--- src/rtl/control_fsm.sv ---
// Multi-cycle processor control unit: a Moore FSM that sequences fetch,
// decode, execute, memory and write-back steps and drives the datapath
// select/enable lines. All outputs are registered copies of decodes of the
// next state, so they always describe the state currently held in state_q.
module control_fsm (
    input  logic        clk,
    input  logic        rst_n,
    input  logic [5:0]  opcode,
    input  logic        halt,
    output logic        SelectIns,
    output logic        RegWrite,
    output logic        RegDst,
    output logic        ALUSrcA,
    output logic [1:0]  ALUSrcB,
    output logic        MemWrite,
    output logic        MemtoReg,
    output logic        BEQ,
    output logic [1:0]  PCSrc,
    output logic        PCWrite,
    output logic        IRWrite,
    output logic [1:0]  alu_op,
    output logic [3:0]  state,
    output logic        instr_done,
    output logic        illegal,
    output logic [15:0] retired
);

    typedef enum logic [3:0] {
        IDLE     = 4'd0,
        FETCH    = 4'd1,
        DECODE   = 4'd2,
        EXEC_R   = 4'd3,
        WB_R     = 4'd4,
        EXEC_I   = 4'd5,
        WB_I     = 4'd6,
        MEM_ADDR = 4'd7,
        MEM_RD   = 4'd8,
        WB_MEM   = 4'd9,
        MEM_WR   = 4'd10,
        BRANCH   = 4'd11,
        JUMP     = 4'd12
    } state_e;

    typedef struct packed {
        logic       sel_ins;
        logic       reg_write;
        logic       reg_dst;
        logic       alu_src_a;
        logic [1:0] alu_src_b;
        logic       mem_write;
        logic       memto_reg;
        logic       beq;
        logic [1:0] pc_src;
        logic       pc_write;
        logic       ir_write;
        logic [1:0] alu_op;
    } ctrl_t;

    localparam logic [5:0] OP_RTYPE = 6'b000000;
    localparam logic [5:0] OP_ADDI  = 6'b001000;
    localparam logic [5:0] OP_LW    = 6'b100011;
    localparam logic [5:0] OP_SW    = 6'b101011;
    localparam logic [5:0] OP_BEQ   = 6'b000100;
    localparam logic [5:0] OP_J     = 6'b000010;

    state_e      state_q;
    state_e      state_d;
    logic [5:0]  opcode_q;
    ctrl_t       ctrl_q;
    logic        instr_done_q;
    logic        illegal_q;
    logic [15:0] retired_q;

    // Terminal states last exactly one cycle and retire the instruction.
    function automatic logic is_terminal(input state_e s);
        return (s == WB_R) || (s == WB_I) || (s == WB_MEM) ||
               (s == MEM_WR) || (s == BRANCH) || (s == JUMP);
    endfunction

    function automatic logic is_known(input logic [5:0] op);
        return (op == OP_RTYPE) || (op == OP_ADDI) || (op == OP_LW) ||
               (op == OP_SW) || (op == OP_BEQ) || (op == OP_J);
    endfunction

    // Datapath control word for each state; unlisted fields stay 0.
    function automatic ctrl_t decode_ctrl(input state_e s);
        ctrl_t c;
        c = '0;
        case (s)
            FETCH: begin
                c.ir_write  = 1'b1;
                c.pc_write  = 1'b1;
                c.alu_src_b = 2'b01;
            end
            DECODE: begin
                c.alu_src_b = 2'b10;
            end
            EXEC_R: begin
                c.alu_src_a = 1'b1;
                c.alu_op    = 2'b10;
            end
            WB_R: begin
                c.reg_write = 1'b1;
                c.reg_dst   = 1'b1;
            end
            EXEC_I, MEM_ADDR: begin
                c.alu_src_a = 1'b1;
                c.alu_src_b = 2'b10;
            end
            WB_I: begin
                c.reg_write = 1'b1;
            end
            MEM_RD: begin
                c.sel_ins = 1'b1;
            end
            WB_MEM: begin
                c.reg_write = 1'b1;
                c.memto_reg = 1'b1;
            end
            MEM_WR: begin
                c.sel_ins   = 1'b1;
                c.mem_write = 1'b1;
            end
            BRANCH: begin
                c.alu_src_a = 1'b1;
                c.alu_op    = 2'b01;
                c.beq       = 1'b1;
                c.pc_src    = 2'b01;
            end
            JUMP: begin
                c.pc_write = 1'b1;
                c.pc_src   = 2'b10;
            end
            default: ;
        endcase
        return c;
    endfunction

    // Next-state selection; halt is only consulted at instruction boundaries.
    always_comb begin
        state_d = state_q;
        case (state_q)
            IDLE:     state_d = halt ? IDLE : FETCH;
            FETCH:    state_d = DECODE;
            DECODE: begin
                case (opcode)
                    OP_RTYPE:     state_d = EXEC_R;
                    OP_ADDI:      state_d = EXEC_I;
                    OP_LW, OP_SW: state_d = MEM_ADDR;
                    OP_BEQ:       state_d = BRANCH;
                    OP_J:         state_d = JUMP;
                    default:      state_d = FETCH;
                endcase
            end
            EXEC_R:   state_d = WB_R;
            EXEC_I:   state_d = WB_I;
            // Only LW and SW reach MEM_ADDR, so the latched opcode picks one.
            MEM_ADDR: state_d = (opcode_q == OP_LW) ? MEM_RD : MEM_WR;
            MEM_RD:   state_d = WB_MEM;
            WB_R, WB_I, WB_MEM, MEM_WR, BRANCH, JUMP:
                      state_d = halt ? IDLE : FETCH;
            default:  state_d = IDLE;
        endcase
    end

    // State, latched opcode, registered control word, status pulses and retire counter.
    always_ff @(posedge clk or negedge rst_n) begin
        if (!rst_n) begin
            state_q      <= IDLE;
            opcode_q     <= '0;
            ctrl_q       <= '0;
            instr_done_q <= 1'b0;
            illegal_q    <= 1'b0;
            retired_q    <= '0;
        end else begin
            state_q      <= state_d;
            ctrl_q       <= decode_ctrl(state_d);
            instr_done_q <= is_terminal(state_d);
            illegal_q    <= (state_q == DECODE) && !is_known(opcode);
            if (state_q == DECODE) begin
                opcode_q <= opcode;
            end
            if (is_terminal(state_q)) begin
                retired_q <= retired_q + 16'd1;
            end
        end
    end

    assign SelectIns  = ctrl_q.sel_ins;
    assign RegWrite   = ctrl_q.reg_write;
    assign RegDst     = ctrl_q.reg_dst;
    assign ALUSrcA    = ctrl_q.alu_src_a;
    assign ALUSrcB    = ctrl_q.alu_src_b;
    assign MemWrite   = ctrl_q.mem_write;
    assign MemtoReg   = ctrl_q.memto_reg;
    assign BEQ        = ctrl_q.beq;
    assign PCSrc      = ctrl_q.pc_src;
    assign PCWrite    = ctrl_q.pc_write;
    assign IRWrite    = ctrl_q.ir_write;
    assign alu_op     = ctrl_q.alu_op;
    assign state      = state_q;
    assign instr_done = instr_done_q;
    assign illegal    = illegal_q;
    assign retired    = retired_q;

endmodule

--- config.mk ---
export PLATFORM = sky130hd
export DESIGN_NAME = control_fsm
export DESIGN_NICKNAME = d
export VERILOG_FILES = /design/src/rtl/control_fsm.sv
export SDC_FILE = /design/constraint.sdc
export NUM_CORES = 1
export LEC_CHECK = 0
export ABC_CLOCK_PERIOD_IN_PS = 2000
export CAP_MARGIN = 25
export CORE_MARGIN = 3
export CORE_UTILIZATION = 48
export CTS_CLUSTER_SIZE = 16
export DETAILED_ROUTE_END_ITERATION = 8
export GPL_ROUTABILITY_DRIVEN = 1
export PLACE_DENSITY_LB_ADDON = 0.08
export RECOVER_POWER = 100
export SLEW_MARGIN = 25
export SYNTH_ARGS = -nofsm -noshare
export SYNTH_HDL_FRONTEND = slang
export SYNTH_SLANG_ARGS = --single-unit
--- constraint.sdc ---
create_clock -name clk -period 2 [get_ports clk]
set_clock_uncertainty 0.1 [all_clocks]
set_input_delay 0.6 -clock clk [delete_from_list [all_inputs] [get_ports clk]]
set_output_delay 0.6 -clock clk [all_outputs]
set_load 0.01 [all_outputs]
==> results of run 1 <==
layout by cell type, fill, tap and decap left out, types with 2 or more instances in the layout:
cell | Yosys | layout
a21oi_1 | 5 | 5
a311oi_1 | 2 | 2
and3_1 | 4 | 4
buf_4 | 4 | 16
clkbuf_1 | 1 | 7
clkbuf_2 | 0 | 3
clkbuf_4 | 0 | 3
clkbuf_8 | 0 | 5
clkdlybuf4s25_1 | 0 | 2
clkdlybuf4s50_1 | 0 | 20
dfrtp_1 | 40 | 39
dlygate4sd2_1 | 0 | 8
dlygate4sd3_1 | 0 | 13
inv_1 | 3 | 3
nand2_1 | 25 | 25
nand2b_1 | 5 | 4
nand3_1 | 7 | 7
nand4_1 | 4 | 4
nor2_1 | 8 | 8
nor2b_1 | 2 | 2
nor3_1 | 4 | 4
o31ai_1 | 2 | 2
xnor2_1 | 14 | 14
xor2_1 | 3 | 3
through the flow:
stage	std cells	setup slack, ps	util, %	hold slack [ps]	total power [mW]
floorplan	158	96.5	-	204	1.69
global placement	264	-284	69.1	354	2.20
detailed placement	264	-317	69.1	355	2.24
CTS	271	5.54	71.1	239	2.72
global route	275	3.65	71.4	395	2.87
finish	275	44.0	71.4	371	2.67
per-layer routing:
| metal | GRT usage (%) | routed length, um |
|---|---|---|
| met5 | 0 | 0 |
| met4 | 3.05 | 11 |
| met3 | 4.55 | 199 |
| met2 | 35.0 | 2000 |
| met1 | 24.6 | 1640 |
path summary, 6_finish.rpt:
kind	endpoint	slack, ps
worst max-delay path	retired[12]	40
worst min-delay path	opcode_q[1]$_DFFE_PN0P_	370
worst max register to register	PCWrite$_DFF_PN0_	90
worst min register to register	opcode_q[1]$_DFFE_PN0P_	370
max in group asynchronous	retired[3]$_DFFE_PN0P_	320
min in group asynchronous	PCSrc[0]$_DFF_PN0_	540
cell type report:
cell class / count / area (um^2) / share of cell area (%)
Sequential cell: 40 / 1000 / 40.8
Clock buffer: 6 / 72.6 / 2.95
Multi-Input combinational cell: 106 / 692 / 28.2
Clock inverter: 1 / 5.00 / 0.204
Tap cell: 46 / 57.6 / 2.34
Inverter: 4 / 15.0 / 0.611
Timing Repair Buffer: 72 / 613 / 24.9
registers in the layout (all words and copies together), names as in the netlist, 2 cells and up:
register  flops
state         4
opcode_q      6
ALUSrcB       2
PCSrc         2
retired      16
synthesized netlist by cell type (all sizes together) (2+ instances only):
master  count  area, um^2
xor2        3        26.3
nand3       7        35.0
o31ai       2        15.0
buf         7        57.6
and3        4        25.0
and4        2        17.5
a21oi       5        25.0
a311oi      3        43.8
dfrtp      40        1000
nor3        4        20.0
nand4       4        25.0
inv         4        15.0
nor2        9        50.1
xnor2      14         123
nor2b       2        12.5
nand2      25        93.8
or2         2        15.0
nand2b      5        31.3
logic make-up after synthesis:
family / after synthesis / share of synthesized area (%)
DFF: 40 / 56.7
buffers and inverters: 12 / 4.32
adders and majority gates: 1 / 0.709
and+or+nand+nor: 69 / 20.8
xor gates and xnor gates: 17 / 8.43
AOI/OAI and AO/OA: 18 / 8.43
muxes: 1 / 0.638
what timing repair did:
item / in CTS / in global routing
resized for setup: 9 / 7
buffers inserted: 0 / 4
endpoints found under the setup margin: 5 / 10
pin swaps: 0 / 1
power by group through the flow:
stage	clock network (mW)	registers, mW	logic, mW
final	0.492	1.12	1.06
after floorplan	0	1.20	0.492
after global routing	0.544	1.15	1.18
after CTS	0.511	1.13	1.08
after detailed placement	0	1.14	1.10
after global placement	0	1.13	1.07
==> summary.md, run 1 <==
| Metric | Value |
|---|---|
| Post-CTS Hold Fix Bufs | 0 |
| Slew margin rel. | 4.62% |
| Total gr overflow | 0 |
| CP Max Fanout | 4 |
| Clock power share | 18.4% |
| CTS tree | yes |
| Status | complete, no violations |
| Vias | 1409 |
| Nets | 239 |
| Starting Density | 51.3% |
| Final Max Tran Viols | 0 |
| Startpoint types | flip-flop |
| Hold Path Depth | 2 |
| Levels on crit path | 1 |
| PD cells | 1090 nW/um^2 |
| Hold Path Origin | opcode_q[1]$_DFFE_PN0P_ |
| Post-DP HPWL | 2.99 mm |
| DR vias/cell | 5.12 |
| Inserted Diodes | 0 |
| H-tree Lvls | 2 |
| Sequential element share of the synthesized area | 56.7% |
| Worst skew pair latency | 280 ps |
| Max Buffers Root-to-Sink | 2 |
| P_int | 1.76 mW |
| Core footprint | 3440 um^2 |
| Initial DRC count | 72 |
| Fin crit share | 97.8% |
| Layout area overhead | 39.2% |
| CP max stage delay | 560 ps |
| Measured slew at the worst slew-check pin | 1430 ps |
| Routed WL per cell | 14.0 um |
| Total Wirelength | 3.85 mm |
| Post-synth EDFFs | 0 |
| Fmax | 511 MHz |
| Worst Path Buf+Inv | 1 |
| Seq pwr share | 42.0% |
| Netlist Area Pre-Place | 1770 um^2 |
| DR DRC count | 0 |
| CTS clk-pin slew, worst paths | 70 ps |
| R2R cell count | 5 |
| CTS buffer count | 5 |
| Crit path arrival time | 1260 ps |
| Crit-path slowest cell | clkdlybuf4s50_1 |
| Area post-placement | 2380 um^2 |
| Pleak | 1.20 nW |
| Final Setup Violations | 0 |
| Crit. End Element | output pin |
| Routed Antenna Nets | 0 |
| Post-synth cell types | 40 |
| Clk sinks | 40 |
| Synth Net Count | 168 |
| Worst path top cell family by delay | buffers and inverters |
| Seq cells post-synth | 40 |
| Port bufs | 45 |
| RSZ-0062 raised after global routing | no |
| Peak supply drop | 0.000688 V |
| Largest net degree at the start of global routing | 28 |
| Die area | 4440 um^2 |
| # rows | 21 |
| Post-synthesis async set-or-reset flop share | 100% |
| Final Hold Fails | 0 |
| Vias in the first global route | 1448 |
| Initial antenna violation count | 0 |
| CP startpoint | retired[12]$_DFFE_PN0P_ |
| Crit Path Category | flip-flop to output pin |
| Chip width | 66.6 um |
| Synth Warn # | 0 |
| Fin crit period | 1960 ps |
| Switch share | 34.1% |
| Mapped Cells | 158 |
| FILL cells | 278 |
| First-pass GRT wire length | 6.63 mm |
| Root Driver | clkbuf_8 |
| Worst min-delay path category | flip-flop to flip-flop |
| Comb pwr share | 39.6% |
| Setup TNS | 0 ps |
| Design area | 2460 um^2 |
| First-pass DRT Iterations | 4 |
| R2R Path Start | state[1]$_DFF_PN0_ |
| Syn_area_per_cell | 11.2 um^2 |
| Total GRT Usage | 19.7% |
| Die Y | 66.6 um |
| RePlAce Congestion | 0.887 |
| Sw Pwr | 0.911 mW |
| WP data required | 1300 ps |
| CP cell instances | clkdlybuf4s50_1 |
| Layout cells sized above 1 | 16.6% |
| Synth Flop Type | dfrtp_1 |
| # IOs | 46 |
| Max Cap Viol | 0 |
Power figures use the tool's default switching activity.
==> run 2, diff against run 1 <==
--- a/config.mk
+++ b/config.mk
@@ -9,2 +9,3 @@
 export CAP_MARGIN = 25
+export CORE_ASPECT_RATIO = 1.4
 export CORE_MARGIN = 3
@@ -16,3 +17,3 @@
 export RECOVER_POWER = 100
-export SLEW_MARGIN = 25
+export SLEW_MARGIN = 10
 export SYNTH_ARGS = -nofsm -noshare
--- a/constraint.sdc
+++ b/constraint.sdc
@@ -4,2 +4,2 @@
 set_output_delay 0.6 -clock clk [all_outputs]
-set_load 0.01 [all_outputs]
+set_load 0.02 [all_outputs]
==> run 2 against run 1 <==
Effect of this change: critical path type is now input pin to flip-flop; sequential share of layout area rose by 0.69 points; critical endpoint is now instr_done$_DFF_PN0_; largest power group is now combinational logic; non-clock buffer count shrank 3; critical path depth rose by 5.
==> summary.md, run 2 (same netlist as run 1, synthesis figures left out) <==
| Metric | Value |
|---|---|
| Status | complete, no violations |
| Most frequent cells in the layout | dfrtp_1, nand2_1, buf_4 |
| CP cell instances | clkdlybuf4s50_1, xor2_1, a311oi_4, or2_4, inv_2, a211o_1 |
| Tot Pwr | 2.76 mW (+3.3%) |
| CP Max Fanout | 3 (-1) |
| Core footprint | 3440 um^2 (about the same) |
| Hold Path Depth | 2 (unchanged) |
| Worst min-delay path category | flip-flop to flip-flop |
| Max Buffers Root-to-Sink | 2 (unchanged) |
| Root Driver | clkbuf_8 |
| Util after Layout | 70.1% (-1.2 points) |
| CTS buffer count | 5 (unchanged) |
| Crit-path slowest cell | clkdlybuf4s50_1 |
| RePlAce Congestion | 0.846 (-4.6%) |
| Post-CTS Hold Fix Bufs | 0 (unchanged) |
| DR DRC count | 0 (unchanged) |
| Post-placement cell count | 259 (-1.9%) |
| CP max stage delay | 450 ps (-110 ps) |
| Starting Density | 51.3% (about the same) |
| Pleak | 1.26 nW (+5.0%) |
| Total Wirelength | 3.82 mm (-0.83%) |
| Vias in the first global route | 1428 (-1.4%) |
| Max reg flops | 16 (unchanged) |
| Vias | 1417 (+0.57%) |
| R2R cell count | 5 (unchanged) |
| Final Hold Fails | 0 (unchanged) |
| Layout area overhead | 36.7% |
| Die Y | 77.8 um (+17%) |
| DR vias/cell | 5.33 (+4.0%) |
| Fin crit share | 97.6% (-0.21 points) |
| Max Cap Viol | 0 (unchanged) |
| Post-DP HPWL | 2.95 mm (-1.5%) |
| Post-CTS setup buffer count | 0 (unchanged) |
| Measured slew at the worst slew-check pin | 948 ps (-483 ps) |
| Routed Antenna Nets | 0 (unchanged) |
| Crit path arrival time | 2020 ps (+760 ps) |
| Final Max Tran Viols | 0 (unchanged) |
| Total gr overflow | 0 (unchanged) |
| Layout cells sized above 1 | 16.4% (-0.22 points) |
| Crit. End Element | flip-flop |
| Nets | 236 (-1.3%) |
| Die area | 4450 um^2 (+0.23%) |
| Initial antenna violation count | 0 (unchanged) |
| Design area | 2410 um^2 (-1.8%) |
| Chip width | 57.3 um (-14%) |
| Routed WL per cell | 14.4 um (+2.5%) |
| Inserted Diodes | 0 (unchanged) |
| Clk sinks | 40 (unchanged) |
| RSZ-0062 raised after global routing | no |
| H-tree Lvls | 2 (unchanged) |
| CTS clk-pin slew, worst paths | 70 ps (about the same) |
| Most common cell after layout, fill and taps aside | dfrtp_1 |
| Fmax | 512 MHz (+0.22%) |
| First-pass DRT Iterations | 4 (unchanged) |
| First-pass GRT wire length | 6.32 mm (-4.7%) |
| Total GRT Usage | 18.6% (-1.1 points) |
| Startpoint types | input pin |
| Crit Path Category | input pin to flip-flop |
| CTS tree | yes |
| Fin crit period | 1950 ps (-4.29 ps) |
| Final Setup Violations | 0 (unchanged) |
| PD cells | 1140 nW/um^2 (+5.2%) |
| Non-Filler Instances | 266 (-3.3%) |
| Port bufs | 45 (unchanged) |
| # IOs | 46 (unchanged) |
| Slew margin rel. | 36.8% (+32 points) |
| Area post-placement | 2380 um^2 (unchanged) |
| Peak supply drop | 0.000744 V (+8.2%) |
| WP data required | 2070 ps (+770 ps) |
| FILL cells | 285 (+2.5%) |
| Largest net degree at the start of global routing | 41 (+46%) |
| Initial DRC count | 33 (-54%) |
| Worst skew pair latency | 280 ps (about the same) |
| # rows | 25 (+19%) |
==> run 2: worst paths after layout <==
check	start	to	slack [ps]
worst max-delay path	opcode[2]	instr_done$_DFF_PN0_	50
worst min register to register	opcode_q[0]$_DFFE_PN0P_	opcode_q[0]$_DFFE_PN0P_	370
max in group asynchronous	rst_n	state[3]$_DFF_PN0_	780
min in group asynchronous	rst_n	retired[4]$_DFFE_PN0P_	430
worst min-delay path	opcode_q[0]$_DFFE_PN0P_	opcode_q[0]$_DFFE_PN0P_	370
worst max register to register	state[2]$_DFF_PN0_	PCWrite$_DFF_PN0_	120
==> run 2: metrics by stage <==
step / hold slack, ps / TNS (ps) / setup slack, ps
floorplan: 204 / 0 / 47.0
global placement: 353 / -2100 / -307
detailed placement: 355 / -2690 / -359
CTS: 267 / 0 / 0.0493
global route: 402 / 0 / 8.09
finish: 374 / 0 / 48.3
==> run 2: cell type report <==
| cell class | instances | area [um^2] | area share (%) |
|---|---|---|---|
| flip-flops and latches | 40 | 1000 | 41.5 |
| multi-input cells | 106 | 701 | 29.0 |
| repair buffers | 69 | 569 | 23.6 |
| clock buffers | 6 | 72.6 | 3.01 |
| well taps | 40 | 50.0 | 2.07 |
| inverters | 4 | 15.0 | 0.622 |
| clock inverters | 1 | 5.00 | 0.207 |
==> run 2: routing by layer <==
metal | track usage, % | wire length, um
met5 | 0 | 0
met4 | 11.8 | 98
met3 | 4.66 | 188
met2 | 32.7 | 2030
met1 | 19.0 | 1500
==> run 2: report_power, final <==
group | leakage, nW | internal, mW | switching, mW | total, mW
registers | 0.534 | 1.00 | 0.120 | 1.12
clock network | 0.0410 | 0.237 | 0.249 | 0.485
logic | 0.686 | 0.511 | 0.642 | 1.15
total | 1.26 | 1.75 | 1.01 | 2.76
==> run 2: worst max-delay path: cells and delay by family <==
| family | cells | cell delay (ps) |
|---|---|---|
| simple gates | 1 | 180 |
| compound gates | 2 | 590 |
| xor+xnor | 1 | 180 |
| buf+inv | 2 | 480 |
==> run 2: repair_timing <==
| item | in CTS | in global routing |
|---|---|---|
| hold endpoints to repair | 0 | 0 |
| gates resized for setup | 18 | 12 |
| setup endpoints to repair | 20 | 17 |
| pin swaps | 0 | 2 |
